$ cat src/rtl/uart_boot_ctrl.sv
// Boot sequencer: loads a UART program image into RAM, answers ACK/NAK, then hands RX/TX/RAM to the CORE.
// Optional inter-byte timeout is built when UART_BOOT_TIMEOUT_EN is defined.
`default_nettype none

module uart_boot_ctrl #(
    parameter int         ADDR_W    = 13,
    parameter logic [7:0] SYNC_BYTE = 8'hFF,
    parameter logic [7:0] ACK_BYTE  = 8'h06,
    parameter logic [7:0] NAK_BYTE  = 8'h15
`ifdef UART_BOOT_TIMEOUT_EN
    ,
    parameter int         TIMEOUT_CYCLES = 50000000
`endif
) (
    input  logic              clk,
    input  logic              rst_n,
    input  logic              rx_empty,
    input  logic [7:0]        rx_q,
    output logic              rx_rdreq,
    input  logic              tx_full,
    output logic [31:0]       tx_data,
    output logic              tx_wrreq,
    output logic [ADDR_W-1:0] ram_addr,
    output logic [31:0]       ram_data,
    output logic              ram_we,
    input  logic [ADDR_W-1:0] core_ram_addr,
    input  logic [31:0]       core_ram_data,
    input  logic              core_ram_we,
    input  logic              core_rx_rdreq,
    input  logic              core_tx_wrreq,
    input  logic [31:0]       core_tx_data,
    output logic              core_run,
    output logic              boot_err
);

    localparam logic [2:0] S_IDLE   = 3'd0;
    localparam logic [2:0] S_CNT_LO = 3'd1;
    localparam logic [2:0] S_CNT_HI = 3'd2;
    localparam logic [2:0] S_DATA   = 3'd3;
    localparam logic [2:0] S_CSUM   = 3'd4;
    localparam logic [2:0] S_RESP   = 3'd5;
    localparam logic [2:0] S_RUN    = 3'd6;

    localparam logic [16:0]     MAX_WORDS = 17'(2 ** ADDR_W);
    localparam logic [ADDR_W:0] WORD_ONE  = {{ADDR_W{1'b0}}, 1'b1};

    logic [2:0]        state_r;
    logic [2:0]        state_nxt_s;
    logic              rdreq_r;
    logic              cap_r;
    logic [7:0]        csum_r;
    logic [15:0]       cnt_r;
    logic [1:0]        byte_idx_r;
    logic [ADDR_W:0]   word_idx_r;
    logic [23:0]       word_r;
    logic              ack_r;
    logic              tx_wrreq_r;
    logic [31:0]       tx_data_r;
    logic              ram_we_r;
    logic [ADDR_W-1:0] ram_addr_r;
    logic [31:0]       ram_data_r;
    logic              core_run_r;
    logic              boot_err_r;

    logic [16:0]       cnt_full_s;
    logic              words_done_s;
    logic              recv_nxt_s;
    logic              timeout_s;

    // The count high byte is still on rx_q when CNT_HI decides where to go.
    assign cnt_full_s   = {1'b0, rx_q, cnt_r[7:0]};
    assign words_done_s = (17'(word_idx_r) == {1'b0, cnt_r});
    assign recv_nxt_s   = (state_nxt_s != S_RESP) && (state_nxt_s != S_RUN);

`ifdef UART_BOOT_TIMEOUT_EN
    localparam logic [25:0] TMO_LAST = 26'(TIMEOUT_CYCLES - 1);

    logic [25:0] tmo_r;
    logic        tmo_active_s;

    assign tmo_active_s = (state_r == S_CNT_LO) || (state_r == S_CNT_HI) ||
                          (state_r == S_DATA)   || (state_r == S_CSUM);
    assign timeout_s    = tmo_active_s && (tmo_r == TMO_LAST);

    // Inter-byte idle counter, restarted by every captured byte.
    always_ff @(posedge clk or negedge rst_n) begin
        if (!rst_n) begin
            tmo_r <= 26'd0;
        end else if (!tmo_active_s || cap_r || timeout_s) begin
            tmo_r <= 26'd0;
        end else begin
            tmo_r <= tmo_r + 26'd1;
        end
    end
`else
    assign timeout_s = 1'b0;
`endif

    // Next-state decode; DATA leaves only after the last word's write cycle.
    always_comb begin
        state_nxt_s = state_r;
        if (timeout_s) begin
            state_nxt_s = S_RESP;
        end else begin
            case (state_r)
                S_IDLE:   state_nxt_s = (cap_r && (rx_q == SYNC_BYTE)) ? S_CNT_LO : S_IDLE;
                S_CNT_LO: state_nxt_s = cap_r ? S_CNT_HI : S_CNT_LO;
                S_CNT_HI: begin
                    if (!cap_r) begin
                        state_nxt_s = S_CNT_HI;
                    end else if (cnt_full_s > MAX_WORDS) begin
                        state_nxt_s = S_RESP;
                    end else if (cnt_full_s == 17'd0) begin
                        state_nxt_s = S_CSUM;
                    end else begin
                        state_nxt_s = S_DATA;
                    end
                end
                S_DATA:   state_nxt_s = (ram_we_r && words_done_s) ? S_CSUM : S_DATA;
                S_CSUM:   state_nxt_s = cap_r ? S_RESP : S_CSUM;
                S_RESP: begin
                    if (tx_wrreq_r) begin
                        state_nxt_s = ack_r ? S_RUN : S_IDLE;
                    end else begin
                        state_nxt_s = S_RESP;
                    end
                end
                S_RUN:    state_nxt_s = S_RUN;
                default:  state_nxt_s = S_IDLE;
            endcase
        end
    end

    // Byte fetch, frame assembly, RAM write and response registers.
    always_ff @(posedge clk or negedge rst_n) begin
        if (!rst_n) begin
            state_r    <= S_IDLE;
            rdreq_r    <= 1'b0;
            cap_r      <= 1'b0;
            csum_r     <= 8'd0;
            cnt_r      <= 16'd0;
            byte_idx_r <= 2'd0;
            word_idx_r <= {(ADDR_W + 1){1'b0}};
            word_r     <= 24'd0;
            ack_r      <= 1'b0;
            tx_wrreq_r <= 1'b0;
            tx_data_r  <= 32'd0;
            ram_we_r   <= 1'b0;
            ram_addr_r <= {ADDR_W{1'b0}};
            ram_data_r <= 32'd0;
            core_run_r <= 1'b0;
            boot_err_r <= 1'b0;
        end else begin
            state_r    <= state_nxt_s;
            // Looking at the next state keeps a read from being issued as the frame ends.
            rdreq_r    <= recv_nxt_s && !rx_empty && !rdreq_r;
            cap_r      <= rdreq_r;
            ram_we_r   <= 1'b0;
            tx_wrreq_r <= 1'b0;
            core_run_r <= (state_nxt_s == S_RUN);
            if (timeout_s) begin
                ack_r <= 1'b0;
            end else begin
                case (state_r)
                    S_IDLE: begin
                        if (cap_r) begin
                            csum_r <= 8'd0;
                        end
                    end
                    S_CNT_LO: begin
                        if (cap_r) begin
                            cnt_r[7:0] <= rx_q;
                            csum_r     <= csum_r ^ rx_q;
                        end
                    end
                    S_CNT_HI: begin
                        if (cap_r) begin
                            cnt_r[15:8] <= rx_q;
                            csum_r      <= csum_r ^ rx_q;
                            word_idx_r  <= {(ADDR_W + 1){1'b0}};
                            byte_idx_r  <= 2'd0;
                            ack_r       <= 1'b0;
                        end
                    end
                    S_DATA: begin
                        if (cap_r) begin
                            csum_r     <= csum_r ^ rx_q;
                            byte_idx_r <= byte_idx_r + 2'd1;
                            case (byte_idx_r)
                                2'd0: word_r[7:0]   <= rx_q;
                                2'd1: word_r[15:8]  <= rx_q;
                                2'd2: word_r[23:16] <= rx_q;
                                default: begin
                                    ram_we_r   <= 1'b1;
                                    ram_addr_r <= word_idx_r[ADDR_W-1:0];
                                    ram_data_r <= {rx_q, word_r};
                                    word_idx_r <= word_idx_r + WORD_ONE;
                                end
                            endcase
                        end
                    end
                    S_CSUM: begin
                        if (cap_r) begin
                            ack_r <= (rx_q == csum_r);
                        end
                    end
                    S_RESP: begin
                        if (!tx_wrreq_r && !tx_full) begin
                            tx_wrreq_r <= 1'b1;
                            tx_data_r  <= {24'd0, (ack_r ? ACK_BYTE : NAK_BYTE)};
                        end else if (tx_wrreq_r && !ack_r) begin
                            boot_err_r <= 1'b1;
                        end
                    end
                    default: begin
                    end
                endcase
            end
        end
    end

    assign rx_rdreq = core_run_r ? core_rx_rdreq : rdreq_r;
    assign tx_wrreq = core_run_r ? core_tx_wrreq : tx_wrreq_r;
    assign tx_data  = core_run_r ? core_tx_data  : tx_data_r;
    assign ram_we   = core_run_r ? core_ram_we   : ram_we_r;
    assign ram_addr = core_run_r ? core_ram_addr : ram_addr_r;
    assign ram_data = core_run_r ? core_ram_data : ram_data_r;
    assign core_run = core_run_r;
    assign boot_err = boot_err_r;

endmodule

`default_nettype wire

$ cat config.mk
export PLATFORM = sky130hd
export DESIGN_NAME = uart_boot_ctrl
export DESIGN_NICKNAME = d
export VERILOG_FILES = /design/src/rtl/uart_boot_ctrl.sv
export SDC_FILE = /design/constraint.sdc
export NUM_CORES = 1
export LEC_CHECK = 0
export ABC_AREA = 1
export ABC_CLOCK_PERIOD_IN_PS = 3000
export CORE_UTILIZATION = 65
export CTS_CLUSTER_SIZE = 40
export DETAILED_ROUTE_END_ITERATION = 7
export DONT_BUFFER_PORTS = 1
export PLACE_DENSITY = 0.89
export SYNTH_ARGS = -nofsm -noshare
export SYNTH_HDL_FRONTEND = slang
export SYNTH_SLANG_ARGS = --single-unit
export TNS_END_PERCENT = 10
$ cat constraint.sdc
create_clock -name clk -period 3 [get_ports clk]
set_clock_uncertainty 0.1 [all_clocks]
set_input_delay 0.3 -clock clk [delete_from_list [all_inputs] [get_ports clk]]
set_output_delay 0.3 -clock clk [all_outputs]
set_load 0.01 [all_outputs]
==> results.json <==
{
  "status": "complete, but fails checks",
  "violations": "negative hold slack",
  "r2r-start": "state_r[1]",
  "synth_warnings": 0,
  "hold_class": "primary input to async pin",
  "powerDensity_nw_per_um2": 736.1,
  "rsz0062_at_grt": "false",
  "worst_ep_arrival_time_ns": 2.04,
  "synth_nets": 959,
  "antenna_cells": 0,
  "rows": 35,
  "dp_hpwl_um": 10710,
  "total_power_uw": 5151,
  "setup_violations": 0,
  "cp.required_ns": 2.60,
  "worst_pin_slew_ns": 0.9640,
  "r2r_slack_ns": 0.77,
  "syn_inst": 862,
  "slew_violations": 0,
  "crit_fanout": 63,
  "insertion_delay_ns": 0.52,
  "synth_top_flop_cell": "dfrtp_1",
  "synth_seq_cells": 122,
  "viasPerCell": 5.534,
  "worst_hold_slack_ns": -0.6255,
  "core_sq_um": 9284,
  "grtUsageTotal": 0.3280,
  "wire_per_inst_um": 15.76,
  "syn_area_sq_um": 6255,
  "tns_ns": 0,
  "die_w_um": 100.1,
  "ctsHoldBuffers": 10,
  "reg2reg_depth": 7,
  "finalNetCount": 962,
  "clock_path_buffers": 2,
  "drc_errors": 0,
  "htree_levels": 4,
  "drt_wl_total_um": 15870,
  "syn2layout_area_growth_pct": 11.88,
  "synth.avg_cell_area_sq_um": 7.256,
  "grt_pass1_wl_um": 24910,
  "die-area_sq_um": 10020,
  "instances_no_fill": 1007,
  "end_kind": "primary output",
  "dp_cells": 965,
  "ios": 174,
  "synth_seq_area_share": 0.4881,
  "clk_pin_slew_ns": 0.06,
  "postCtsSetupBuffers": 0,
  "numPortBuffers": 0,
  "worstSetupPathType": "flip-flop to primary output",
  "first_global_vias": 5281,
  "drt_first_pass_iters": 5,
  "p_leak_uw": 0.003840,
  "fmax_ghz": 0.4094,
  "cts_root_buf": "clkbuf_8",
  "gp_congestion": 0.9012,
  "timing.final.crit_share": 0.8142,
  "antenna_found_initial": 0,
  "yosysUniqueCellTypes": 31,
  "clock_sinks": 122,
  "drt-initial-drc-count": 527,
  "slew_headroom": 0.3574,
  "vias": 5573,
  "ant_nets": 0,
  "die_y_um": 100.1,
  "synth_edf_count": 0,
  "cts_buffers": 17,
  "crit_path_start_kind": "flip-flop",
  "synth-async-reset-ratio": 1.000,
  "cts_resized": 0,
  "peakVddDrop_mv": 0.5503,
  "hold_violations": 122,
  "layout-drive-gt1-share": 0.06378,
  "r2r-end": "ram_addr_r[0]",
  "fin_crit_ns": 2.443,
  "overflow": 0,
  "initial_core_util": 0.6737,
  "crit_start": "core_run",
  "cts_tree": "built",
  "grt_max_degree": 123,
  "cap_viol_max_count": 0
}
[metrics by stage]
step	utilization	worst slack (ns)	area [sq um]
finish	0.7538	0.5575	6998
global route	0.7538	0.4313	6998
CTS	0.7538	0.5622	6998
detailed placement	0.6794	0.8290	6307
global placement	0.6794	0.9166	6307
floorplan	-	1.384	6255
[registers in the layout, indices dropped and copies added (netlist names), 2 cells and up]
signal      cells
csum_r          8
ram_data_r     32
word_idx_r     14
word_r         24
cnt_r          16
tx_data_r       3
state_r         3
ram_addr_r     13
byte_idx_r      2
[how the worst max path moves through the flow]
stage / to / cells past startpoint / slack (ns)
floorplan: ram_data[10] / 5 / 1.38
global placement: ram_addr_r[0] / 7 / 0.92
detailed placement: ram_addr_r[0] / 7 / 0.83
CTS: ram_data[29] / 3 / 0.56
global route: ram_data[29] / 3 / 0.43
finish: ram_data[29] / 3 / 0.56
[critical path: stages, from the launching register on]
cell,delay (ns)
dfrtp_2,0.61
buf_4,0.54
nand2_1,0.17
nand2_1,0.16
[report_power, final]
group / switching, uW / internal [uW] / total, uW
sequential: 226 / 1900 / 2130
clock: 793 / 1220 / 2020
combinational: 686 / 318 / 1000
total: 1700 / 3450 / 5150
[placed cells by master (no fill, tap or decap), types with 2 or more instances in the layout]
| cell type | n |
|---|---|
| nand3_1 | 18 |
| bufinv_16 | 2 |
| inv_2 | 5 |
| buf_4 | 4 |
| inv_1 | 86 |
| clkbuf_8 | 2 |
| o21ai_1 | 22 |
| nand2_1 | 412 |
| nor3_1 | 11 |
| dlygate4sd3_1 | 10 |
| ha_1 | 5 |
| xnor2_1 | 6 |
| nor2_1 | 41 |
| inv_6 | 3 |
| nand4_1 | 6 |
| inv_8 | 2 |
| nand2_2 | 4 |
| clkinv_4 | 3 |
| dfrtp_1 | 121 |
| o21ai_0 | 61 |
| o21bai_1 | 2 |
| clkinvlp_4 | 3 |
| nor2_8 | 2 |
| nor2_2 | 3 |
| a21oi_1 | 9 |
| nand2_4 | 2 |
| xor2_1 | 7 |
| clkbuf_16 | 16 |
[layer usage]
| layer | GRT usage | up-vias | share of wire |
|---|---|---|---|
| met5 | 0 | - | 0 |
| met4 | 0.1449 | 0 | 0.022 |
| met3 | 0.07242 | 35 | 0.077 |
| met2 | 0.5485 | 299 | 0.49 |
| met1 | 0.4135 | 2583 | 0.41 |
| li1 | - | 2656 | - |
[cell usage after synthesis (6+ instances only)]
master | n | area [sq um]
xor2_1 | 7 | 61.31
buf_2 | 13 | 65.06
o21ai_1 | 22 | 110.1
dfrtp_1 | 122 | 3053
xnor2_1 | 6 | 52.55
o21ai_0 | 61 | 305.3
clkbuf_1 | 15 | 56.30
a21oi_1 | 9 | 45.04
inv_1 | 86 | 322.8
nand2_1 | 412 | 1546
nand3_1 | 18 | 90.09
nor3_1 | 11 | 55.05
nor2_1 | 41 | 153.9
nand4_1 | 6 | 37.54
[cell type report]
| type | instances | area, sq um |
|---|---|---|
| Sequential cell | 122 | 3054 |
| Multi-Input combinational cell | 619 | 2720 |
| Fill cell | 692 | 2286 |
| Clock buffer | 18 | 427.9 |
| Inverter | 91 | 341.6 |
| Clock inverter | 14 | 162.7 |
| Tap cell | 129 | 161.4 |
| Timing Repair Buffer | 14 | 130.1 |
[cell families (layout without fill, tap and decap cells)]
family / after synthesis / after routing / share of synthesized area
adders and majority gates: 5 / 5 / 0.01000
DFF: 122 / 122 / 0.4881
AOI/OAI and AO/OA: 100 / 100 / 0.08422
xor gates and xnor gates: 13 / 13 / 0.01820
and+or+nand+nor: 501 / 501 / 0.3225
buffers and inverters: 121 / 137 / 0.07702
(Power assumes the default switching activity.)
